<file path="config.mk">
export PLATFORM = sky130hd
export DESIGN_NAME = mem_access_flat
export DESIGN_NICKNAME = d
export VERILOG_FILES = /design/src/rtl/mem_access_if.sv /design/src/rtl/mem_access.sv /design/src/flat_wrapper.sv
export SDC_FILE = /design/constraint.sdc
export NUM_CORES = 1
export LEC_CHECK = 0
export BUFFER_PORTS_ARGS = -buffer_cell sky130_fd_sc_hd__buf_2
export CORE_AREA = 2 2 238 240
export CTS_CLUSTER_DIAMETER = 120
export DETAILED_ROUTE_END_ITERATION = 7
export DIE_AREA = 0 0 240 242
export GPL_TIMING_DRIVEN = 0
export MAX_ROUTING_LAYER = met4
export PLACE_DENSITY = 0.52
export SLEW_MARGIN = 20
export SYNTH_ARGS = -nofsm -noshare
export SYNTH_HDL_FRONTEND = slang
export SYNTH_SLANG_ARGS = --single-unit
</file>
<file path="constraint.sdc">
create_clock -name clk -period 9.93 [get_ports clk]
set_input_delay 0.4965 -clock clk [delete_from_list [all_inputs] [get_ports clk]]
set_output_delay 0.4965 -clock clk [all_outputs]
set_load 0.1 [all_outputs]
</file>
<file path="src/rtl/mem_access_if.sv">
// Bundle of the execute-side input, data-memory request/response and
// writeback-side output signals of the memory access stage.
interface mem_access_if;
   // Execute-side input
   logic        in_valid;
   logic        in_ready;
   logic [1:0]  in_mem_op;
   logic [1:0]  in_size;
   logic        in_unsigned;
   logic [63:0] in_addr;
   logic [63:0] in_wdata;
   logic [63:0] in_result;
   logic [4:0]  in_dst;
   logic [63:0] in_pc;

   // Data-memory request
   logic        dreq_valid;
   logic [63:0] dreq_addr;
   logic [2:0]  dreq_size;
   logic [7:0]  dreq_strobe;
   logic [63:0] dreq_data;

   // Data-memory response
   logic        dresp_addr_ok;
   logic        dresp_data_ok;
   logic [63:0] dresp_data;

   // Writeback-side output
   logic        out_valid;
   logic [63:0] out_result;
   logic [4:0]  out_dst;
   logic [63:0] out_pc;
   logic        out_misalign;

   modport slave (
      input  in_valid, in_mem_op, in_size, in_unsigned, in_addr, in_wdata,
             in_result, in_dst, in_pc,
      output in_ready,
      output dreq_valid, dreq_addr, dreq_size, dreq_strobe, dreq_data,
      input  dresp_addr_ok, dresp_data_ok, dresp_data,
      output out_valid, out_result, out_dst, out_pc, out_misalign
   );

   modport master (
      output in_valid, in_mem_op, in_size, in_unsigned, in_addr, in_wdata,
             in_result, in_dst, in_pc,
      input  in_ready,
      input  dreq_valid, dreq_addr, dreq_size, dreq_strobe, dreq_data,
      output dresp_addr_ok, dresp_data_ok, dresp_data,
      input  out_valid, out_result, out_dst, out_pc, out_misalign
   );
endinterface

</file>
<file path="src/rtl/mem_access.sv">
// Memory access stage: accepts one execute result at a time, issues a
// single data-memory request for aligned loads/stores, aligns store data,
// extracts and extends load data, and presents one writeback beat.
module mem_access (
   input  logic         clk,
   input  logic         reset,
   mem_access_if.slave  bus
);

   typedef enum logic [1:0] {IDLE, REQ, WAIT, DONE} state_t;
   typedef enum logic [1:0] {OP_NONE = 2'b00, OP_LOAD = 2'b01,
                             OP_STORE = 2'b10, OP_RSVD = 2'b11} mem_op_t;

   state_t      state_q, state_d;

   mem_op_t     op_q;
   logic [1:0]  size_q;
   logic        uns_q;
   logic [63:0] addr_q;
   logic [63:0] wdata_q;
   logic [63:0] result_q;
   logic [4:0]  dst_q;
   logic [63:0] pc_q;
   logic        misalign_q;

   logic        accept;
   logic        in_is_mem;
   logic [2:0]  in_align_mask;
   logic        in_misalign;
   logic        data_done;
   logic [63:0] ld_shifted;
   logic [63:0] ld_ext;
   logic [63:0] st_data;
   logic [7:0]  st_strobe;

   assign accept    = bus.in_valid && (state_q == IDLE);
   assign in_is_mem = (bus.in_mem_op == OP_LOAD) || (bus.in_mem_op == OP_STORE);
   assign data_done = ((state_q == REQ) && bus.dresp_addr_ok && bus.dresp_data_ok) ||
                      ((state_q == WAIT) && bus.dresp_data_ok);

   // Alignment check of the incoming access: low address bits under the size mask must be zero
   always_comb begin
      in_align_mask = 3'b000;
      case (bus.in_size)
         2'd0: in_align_mask = 3'b000;
         2'd1: in_align_mask = 3'b001;
         2'd2: in_align_mask = 3'b011;
         2'd3: in_align_mask = 3'b111;
      endcase
      in_misalign = in_is_mem && ((bus.in_addr[2:0] & in_align_mask) != 3'b000);
   end

   // State register
   always_ff @(posedge clk or posedge reset) begin
      if (reset) state_q <= IDLE;
      else       state_q <= state_d;
   end

   // Next-state logic
   always_comb begin
      state_d = state_q;
      case (state_q)
         IDLE: if (bus.in_valid) state_d = (in_is_mem && !in_misalign) ? REQ : DONE;
         REQ:  if (bus.dresp_addr_ok) state_d = bus.dresp_data_ok ? DONE : WAIT;
         WAIT: if (bus.dresp_data_ok) state_d = DONE;
         DONE: state_d = IDLE;
         default: state_d = IDLE;
      endcase
   end

   // Load lane extraction and sign/zero extension from the 8-byte aligned response
   always_comb begin
      ld_shifted = bus.dresp_data >> {addr_q[2:0], 3'b000};
      ld_ext     = ld_shifted;
      case (size_q)
         2'd0: ld_ext = {{56{~uns_q & ld_shifted[7]}},  ld_shifted[7:0]};
         2'd1: ld_ext = {{48{~uns_q & ld_shifted[15]}}, ld_shifted[15:0]};
         2'd2: ld_ext = {{32{~uns_q & ld_shifted[31]}}, ld_shifted[31:0]};
         2'd3: ld_ext = ld_shifted;
      endcase
   end

   // Store lane placement: data and byte strobes shifted to the address offset
   always_comb begin
      st_data   = wdata_q << {addr_q[2:0], 3'b000};
      st_strobe = 8'h00;
      case (size_q)
         2'd0: st_strobe = 8'h01 << addr_q[2:0];
         2'd1: st_strobe = 8'h03 << addr_q[2:0];
         2'd2: st_strobe = 8'h0F << addr_q[2:0];
         2'd3: st_strobe = 8'hFF << addr_q[2:0];
      endcase
   end

   // Transaction capture on accept; the ALU result is preloaded and only a load overwrites it
   always_ff @(posedge clk or posedge reset) begin
      if (reset) begin
         op_q       <= OP_NONE;
         size_q     <= '0;
         uns_q      <= 1'b0;
         addr_q     <= '0;
         wdata_q    <= '0;
         result_q   <= '0;
         dst_q      <= '0;
         pc_q       <= '0;
         misalign_q <= 1'b0;
      end else if (accept) begin
         op_q       <= mem_op_t'(bus.in_mem_op);
         size_q     <= bus.in_size;
         uns_q      <= bus.in_unsigned;
         addr_q     <= bus.in_addr;
         wdata_q    <= bus.in_wdata;
         result_q   <= bus.in_result;
         dst_q      <= bus.in_dst;
         pc_q       <= bus.in_pc;
         misalign_q <= in_misalign;
      end else if (data_done && (op_q == OP_LOAD)) begin
         result_q   <= ld_ext;
      end
   end

   assign bus.in_ready     = (state_q == IDLE);
   assign bus.dreq_valid   = (state_q == REQ);
   assign bus.dreq_addr    = (state_q == REQ) ? addr_q : '0;
   assign bus.dreq_size    = (state_q == REQ) ? {1'b0, size_q} : '0;
   assign bus.dreq_strobe  = ((state_q == REQ) && (op_q == OP_STORE)) ? st_strobe : '0;
   assign bus.dreq_data    = (state_q == REQ) ? st_data : '0;
   assign bus.out_valid    = (state_q == DONE);
   assign bus.out_result   = result_q;
   assign bus.out_dst      = dst_q;
   assign bus.out_pc       = pc_q;
   assign bus.out_misalign = misalign_q;

endmodule

</file>
<file path="src/flat_wrapper.sv">
// flat-port wrapper written by rule: the top's interface ports become plain ports
module mem_access_flat 
  (clk, reset, bus_in_valid, bus_in_mem_op, bus_in_size, bus_in_unsigned, bus_in_addr, bus_in_wdata, bus_in_result, bus_in_dst, bus_in_pc, bus_in_ready, bus_dreq_valid, bus_dreq_addr, bus_dreq_size, bus_dreq_strobe, bus_dreq_data, bus_dresp_addr_ok, bus_dresp_data_ok, bus_dresp_data, bus_out_valid, bus_out_result, bus_out_dst, bus_out_pc, bus_out_misalign);
  mem_access_if bus_i ();
  input  logic clk;
  input  logic reset;
  input wire logic [$bits(bus_i.in_valid)-1:0] bus_in_valid;
  input wire logic [$bits(bus_i.in_mem_op)-1:0] bus_in_mem_op;
  input wire logic [$bits(bus_i.in_size)-1:0] bus_in_size;
  input wire logic [$bits(bus_i.in_unsigned)-1:0] bus_in_unsigned;
  input wire logic [$bits(bus_i.in_addr)-1:0] bus_in_addr;
  input wire logic [$bits(bus_i.in_wdata)-1:0] bus_in_wdata;
  input wire logic [$bits(bus_i.in_result)-1:0] bus_in_result;
  input wire logic [$bits(bus_i.in_dst)-1:0] bus_in_dst;
  input wire logic [$bits(bus_i.in_pc)-1:0] bus_in_pc;
  output wire logic [$bits(bus_i.in_ready)-1:0] bus_in_ready;
  output wire logic [$bits(bus_i.dreq_valid)-1:0] bus_dreq_valid;
  output wire logic [$bits(bus_i.dreq_addr)-1:0] bus_dreq_addr;
  output wire logic [$bits(bus_i.dreq_size)-1:0] bus_dreq_size;
  output wire logic [$bits(bus_i.dreq_strobe)-1:0] bus_dreq_strobe;
  output wire logic [$bits(bus_i.dreq_data)-1:0] bus_dreq_data;
  input wire logic [$bits(bus_i.dresp_addr_ok)-1:0] bus_dresp_addr_ok;
  input wire logic [$bits(bus_i.dresp_data_ok)-1:0] bus_dresp_data_ok;
  input wire logic [$bits(bus_i.dresp_data)-1:0] bus_dresp_data;
  output wire logic [$bits(bus_i.out_valid)-1:0] bus_out_valid;
  output wire logic [$bits(bus_i.out_result)-1:0] bus_out_result;
  output wire logic [$bits(bus_i.out_dst)-1:0] bus_out_dst;
  output wire logic [$bits(bus_i.out_pc)-1:0] bus_out_pc;
  output wire logic [$bits(bus_i.out_misalign)-1:0] bus_out_misalign;
  assign bus_i.in_valid = bus_in_valid;
  assign bus_i.in_mem_op = bus_in_mem_op;
  assign bus_i.in_size = bus_in_size;
  assign bus_i.in_unsigned = bus_in_unsigned;
  assign bus_i.in_addr = bus_in_addr;
  assign bus_i.in_wdata = bus_in_wdata;
  assign bus_i.in_result = bus_in_result;
  assign bus_i.in_dst = bus_in_dst;
  assign bus_i.in_pc = bus_in_pc;
  assign bus_in_ready = bus_i.in_ready;
  assign bus_dreq_valid = bus_i.dreq_valid;
  assign bus_dreq_addr = bus_i.dreq_addr;
  assign bus_dreq_size = bus_i.dreq_size;
  assign bus_dreq_strobe = bus_i.dreq_strobe;
  assign bus_dreq_data = bus_i.dreq_data;
  assign bus_i.dresp_addr_ok = bus_dresp_addr_ok;
  assign bus_i.dresp_data_ok = bus_dresp_data_ok;
  assign bus_i.dresp_data = bus_dresp_data;
  assign bus_out_valid = bus_i.out_valid;
  assign bus_out_result = bus_i.out_result;
  assign bus_out_dst = bus_i.out_dst;
  assign bus_out_pc = bus_i.out_pc;
  assign bus_out_misalign = bus_i.out_misalign;
  mem_access u_core (.clk(clk), .reset(reset), .bus(bus_i));
endmodule
</file>
Word level (Yosys, flattened, before mapping). Cells that the tools add are included.

Multiplexer cells: 15. Bitwise logic cells: 5. Reduce and logical (&&, ||, !) cells: 17. Shifts and indexed selects: 6. Equal/unequal tests: 16.

Operators with widths (number): 64-bit two-way mux (4); 64-bit one-hot mux with 4 select lines (1); 64-bit by 6-bit left shift with 64-bit output (1); 64-bit by 6-bit >> shifter with 64-bit output (1); 8-bit one-hot mux with 4 select lines (1); 2-bit equality test, second input constant (8); 3-bit one-hot mux with 4 select lines (1); 2-bit by 1-bit equality test with 1-bit output, second input constant (5); 2-bit two-way mux (5); 1-bit logical AND (8); 8-bit two-way mux (1); 2-bit one-hot mux with 4 select lines (1); 1-bit by 3-bit left shift with 8-bit output, first input constant (1); 2-bit by 3-bit left shift with 8-bit output, first input constant (1); 4-bit by 3-bit left shift with 8-bit output, first input constant (1); 8-bit by 3-bit left shift with 8-bit output, first input constant (1); 2-bit zero test (3); 2-bit != test, second input constant (2); 1-bit bitwise AND (3); 3-bit bitwise AND (1); 3-bit AND reduction (1); 3-bit nonzero test (1); 1-bit logical OR (2); 2-bit by 1-bit != test with 1-bit output, second input constant (1); 4 further kinds (4).

Register bits after elaboration: 269. Output and inout bits: 276.

Depth between registers and ports, before layout.
Depth after elaboration: 10. Mapped depth: 9.

Worst setup path before layout. OpenSTA, ideal clock, no wires.

Path type: register -> output. From: register u_core.state_q[1]. To: output bus_dreq_strobe[5]. Path slack: 4.467 ns. Data required time: 9.434 ns. Arrival: 4.966 ns. Stages on the path, launching flop included: 6. Buffers on the path: 1. Path through: dfrtp_1 > inv_1 > ha_1 > clkbuf_1 > nand2_1 > nor4b_1.

Longest elaborated chain between the ends: 3.

Ends and longest elaborated chain: start, declared (line mem_access.sv:14) `state_t state_q, state_d;`; start signal, assigned (line mem_access.sv:56) `else state_q <= state_d;`; 2-bit by 1-bit equality test with 1-bit output; via bus_dreq_valid (line flat_wrapper.sv:17) `output wire logic [$bits(bus_i.dreq_valid)-1:0] bus_dreq_valid;`; 1-bit logical AND (line mem_access.sv:126) `assign bus.dreq_strobe = ((state_q == REQ) && (op_q == OP_STORE)) ? st_strobe : '0;`; 8-bit two-way mux (line mem_access.sv:126); end, declared (line flat_wrapper.sv:20) `output wire logic [$bits(bus_i.dreq_strobe)-1:0] bus_dreq_strobe;`.

The timed path passes the listed nets, and every way through them passes these cells.

Worst setup path after layout.
From: register u_core.addr_q[1]. To: output bus_dreq_data[62].

Longest elaborated chain between the ends: 2.

Ends and longest elaborated chain: start, declared (line mem_access.sv:19) `logic [63:0] addr_q;`; start signal, assigned (line mem_access.sv:111) `addr_q <= bus.in_addr;`; 64-bit by 6-bit left shift with 64-bit output (line mem_access.sv:85) `st_data = wdata_q << {addr_q[2:0], 3'b000};`; 64-bit two-way mux (line mem_access.sv:127) `assign bus.dreq_data = (state_q == REQ) ? st_data : '0;`; end, declared (line flat_wrapper.sv:21) `output wire logic [$bits(bus_i.dreq_data)-1:0] bus_dreq_data;`.

No other way between the ends.

==> key figures <==
Run status
  – Outcome: finished, final reports clean

Layout
  – Final core utilization: 36.2%
  – Number of fill cells: 5,966
  – Area growth, synth to finish: 35.0%
  – Most common cell after layout, fill and taps aside: nand2_1
  – Non-filler cells, final: 3,233
  – Reg area: 0.00673 mm²
  – Nets: 2,776
  – Most frequent cells in the layout: 706 x nand2_1, 627 x buf_2, 269 x dfrtp_1
  – Share of layout cells above drive strength 1: 31.1%
  – Multi-input logic area: 0.00754 mm²

Synth
  – Synth Instances: 1,787
  – Syn. warnings: 0
  – Synth unique cells: 54
  – Yosys reg bits: 269
  – Syn Std Cell Area: 0.0149 mm²
  – Sequential share of the synthesized area: 45.1%
  – Area contributors post-synth: dfrtp_1 45%, nand2_1 18%, mux2i_1 5.8%
  – Syn nets: 2,126
  – Synth top area share: 45.1%
  – Leading area contributor after synthesis: dfrtp_1
  – Syn_area_per_cell: 8.35 µm²

Routing
  – Vias per inst: 4.91
  – Detail Route Antenna Nets: 0
  – DRC violations left: 0
  – Final WL: 71.9 mm
  – DR WL/cell: 22.2 µm
  – DRT Pass-1 Iters: 5
  – Drt initial violations: 1,051
  – Vias: 15,883

Global route
  – Largest net degree at the start of global routing: 99
  – GR Util All Layers: 24.8%
  – Gr ovfl total: 0
  – Initial antenna violation count: 17
  – Vias in the first global route: 16,294
  – First-pass GRT wire length: 104 mm

CTS
  – Clk pin slew, worst setup/hold paths: 0.06 ns
  – CTS max path bufs: 3
  – Clk_lat worst skew: 0.55 ns
  – Clock tree root buffer cell: clkbuf_16
  – CTS tree: done
  – Clock Sinks: 269
  – CTS Buf Count: 35
  – H-tree depth: 2

Critical path
  – R2R Setup Slk: 6.25 ns
  – Req. time, crit path: 9.43 ns
  – Worst setup path end: bus_dreq_data[62]
  – Critical-path top delay cell: clkbuf_1
  – Worst path cell trace: clkbuf_2 > buf_2 > clkbuf_1 > clkbuf_1 > nor2_1 > a21oi_1 > mux2i_1 > nor2_1 > buf_2
  – CP Class: reg2out
  – R2r endpoint: u_core.bus.out_pc[38]
  – CP Launch Point: u_core.addr_q[1]
  – Worst-path maximum fanout: 10
  – Worst Setup End Kind: output port
  – Crit path largest cell delay: 0.62 ns
  – Reg2reg path depth: 9
  – WP data arrival: 3.65 ns
  – Startpoint types: register
  – FF-to-FF Start: u_core.state_q[0]

Placement
  – GPL Wtd Cong: 0.945
  – Dpl ws: 6.07 ns
  – IO buf count: 609
  – Detail Placement HPWL: 57.6 mm
  – Cell Count Post-Placement: 3,155

Floorplan
  – Die Area: 0.0581 mm²
  – Core area: 0.0557 mm²
  – IO Pins: 611
  – Die H: 242 µm
  – Starting density of the core: 26.8%
  – Std cell rows: 87
  – DIE WIDTH: 240 µm

STA
  – Final Hold Viols: 0
  – # setup viols final: 0
  – Post-layout worst setup margin: 5.78 ns
  – Post-layout min period: 4.15 ns
  – Slew @ Worst Pin: 1.12 ns
  – Clock skew: 0.0157 ns
  – Max frequency: 0.241 GHz
  – Tcrit/Tclk final: 41.8%
  – Slew headroom: 24.8%
  – Fin. max-slew vios: 0
  – Unrepaired setup endpoints after global routing: no

Flow run
  – Count of maximum capacitance violations: 0

Worst hold path
  – Worst hold path type: in2reg
  – Cells on Worst Hold Path: 3
cells by family after synthesis:
| logic type | count (synthesis) | synth area share [%] |
|---|---|---|
| AO/OA/AOI/OAI | 261 | 10.2 |
| XOR/XNOR | 1 | 0.0587 |
| adder cells (fa/ha/maj) | 4 | 0.335 |
| buffers and inverters | 153 | 4.42 |
| flip-flops | 269 | 45.1 |
| multiplexers | 142 | 12.3 |
| other | 1 | 0.0251 |
| AND/OR/NAND/NOR | 956 | 27.5 |
stage by stage:
step / instance area, µm² / hold WS, ns / setup TNS [ns]
after detailed placement: 19000 / 0.452 / 0
final: 20200 / 0.136 / 0
after CTS: 20100 / 0.0989 / 0
after global placement: 18900 / 0.449 / -461.34
after floorplan: 14900 / 0.437 / 0
after global routing: 20100 / 0.113 / 0
synth_stat cells (all sizes together):
library cell,number
and2,84
nor4b,9
nand2b,6
o21a,1
o221ai,2
mux4,30
a31oi,3
mux2i,88
and3,9
a221oi,2
nor3b,3
o21bai,1
nor2b,12
a22oi,7
nor4bb,3
o2bb2ai,1
conb,1
a2111oi,1
inv,14
nor3,8
or2,4
o22a,8
ha,4
dfrtp,269
xnor2,1
a211oi,23
buf,40
o211ai,8
o22ai,19
clkbuf,99
o21ai,127
nand3b,2
o31a,1
a21oi,48
mux2,24
nand3,8
a22o,9
nor2,70
or3,20
nor4,12
nand2,706
final cells by class:
class | instances | area share, %
diodes | 17 | 0.211
plain buffers | 139 | 3.01
clock buffers | 48 | 4.94
clock inverters | 12 | 0.416
inverters | 14 | 0.298
multi-input cells | 1365 | 37.4
flip-flops and latches | 269 | 33.4
well taps | 756 | 4.69
repair buffers | 613 | 15.6
per-layer routing:
layer	global-route usage [%]	share of wire (%)	vias up
li1	-	-	7259
met1	30.3	41	7706
met5	-	0	-
met2	39.8	48	759
met4	9.39	3.8	0
met3	5.49	7.4	159
sequential cells by signal, summed over array words and instances, names as in the netlist:
signal and flops:
u_core.op_q 2, u_core.addr_q 64, u_core.wdata_q 64, u_core.bus.out_pc 64
u_core.bus.out_misalign 1, u_core.size_q 2, u_core.uns_q 1, u_core.state_q 2
u_core.bus.out_dst 5, u_core.bus.out_result 64
critical path, delay by kind of cell, from the launching register on:
family	cells	cell delay, ns
buffers and inverters	5	2.12
flip-flops	1	0.32
AO/OA/AOI/OAI	1	0.26
AND/OR/NAND/NOR	2	0.25
multiplexers	1	0.16
timing repair:
action | in CTS | in global routing
setup buffers | 0 | 0
resized for setup | 0 | 0
hold endpoints to repair | 18 | 0
hold buffers | 1 | 0
how the worst min path moves through the flow:
stage                            startpoint                    end  slack [ns]
final                         bus_in_pc[56]  u_core.bus.out_pc[56]        0.14
after global routing       bus_in_wdata[53]     u_core.wdata_q[53]        0.11
after CTS                     bus_in_pc[14]  u_core.bus.out_pc[14]         0.1
after detailed placement              reset  u_core.bus.out_pc[55]        0.45
after global placement    u_core.addr_q[14]      u_core.addr_q[14]        0.45
after floorplan           u_core.addr_q[10]      u_core.addr_q[10]        0.44
Power is not shown: default switching activity piles up to over one toggle a cycle in this logic, so the estimate is an artifact.
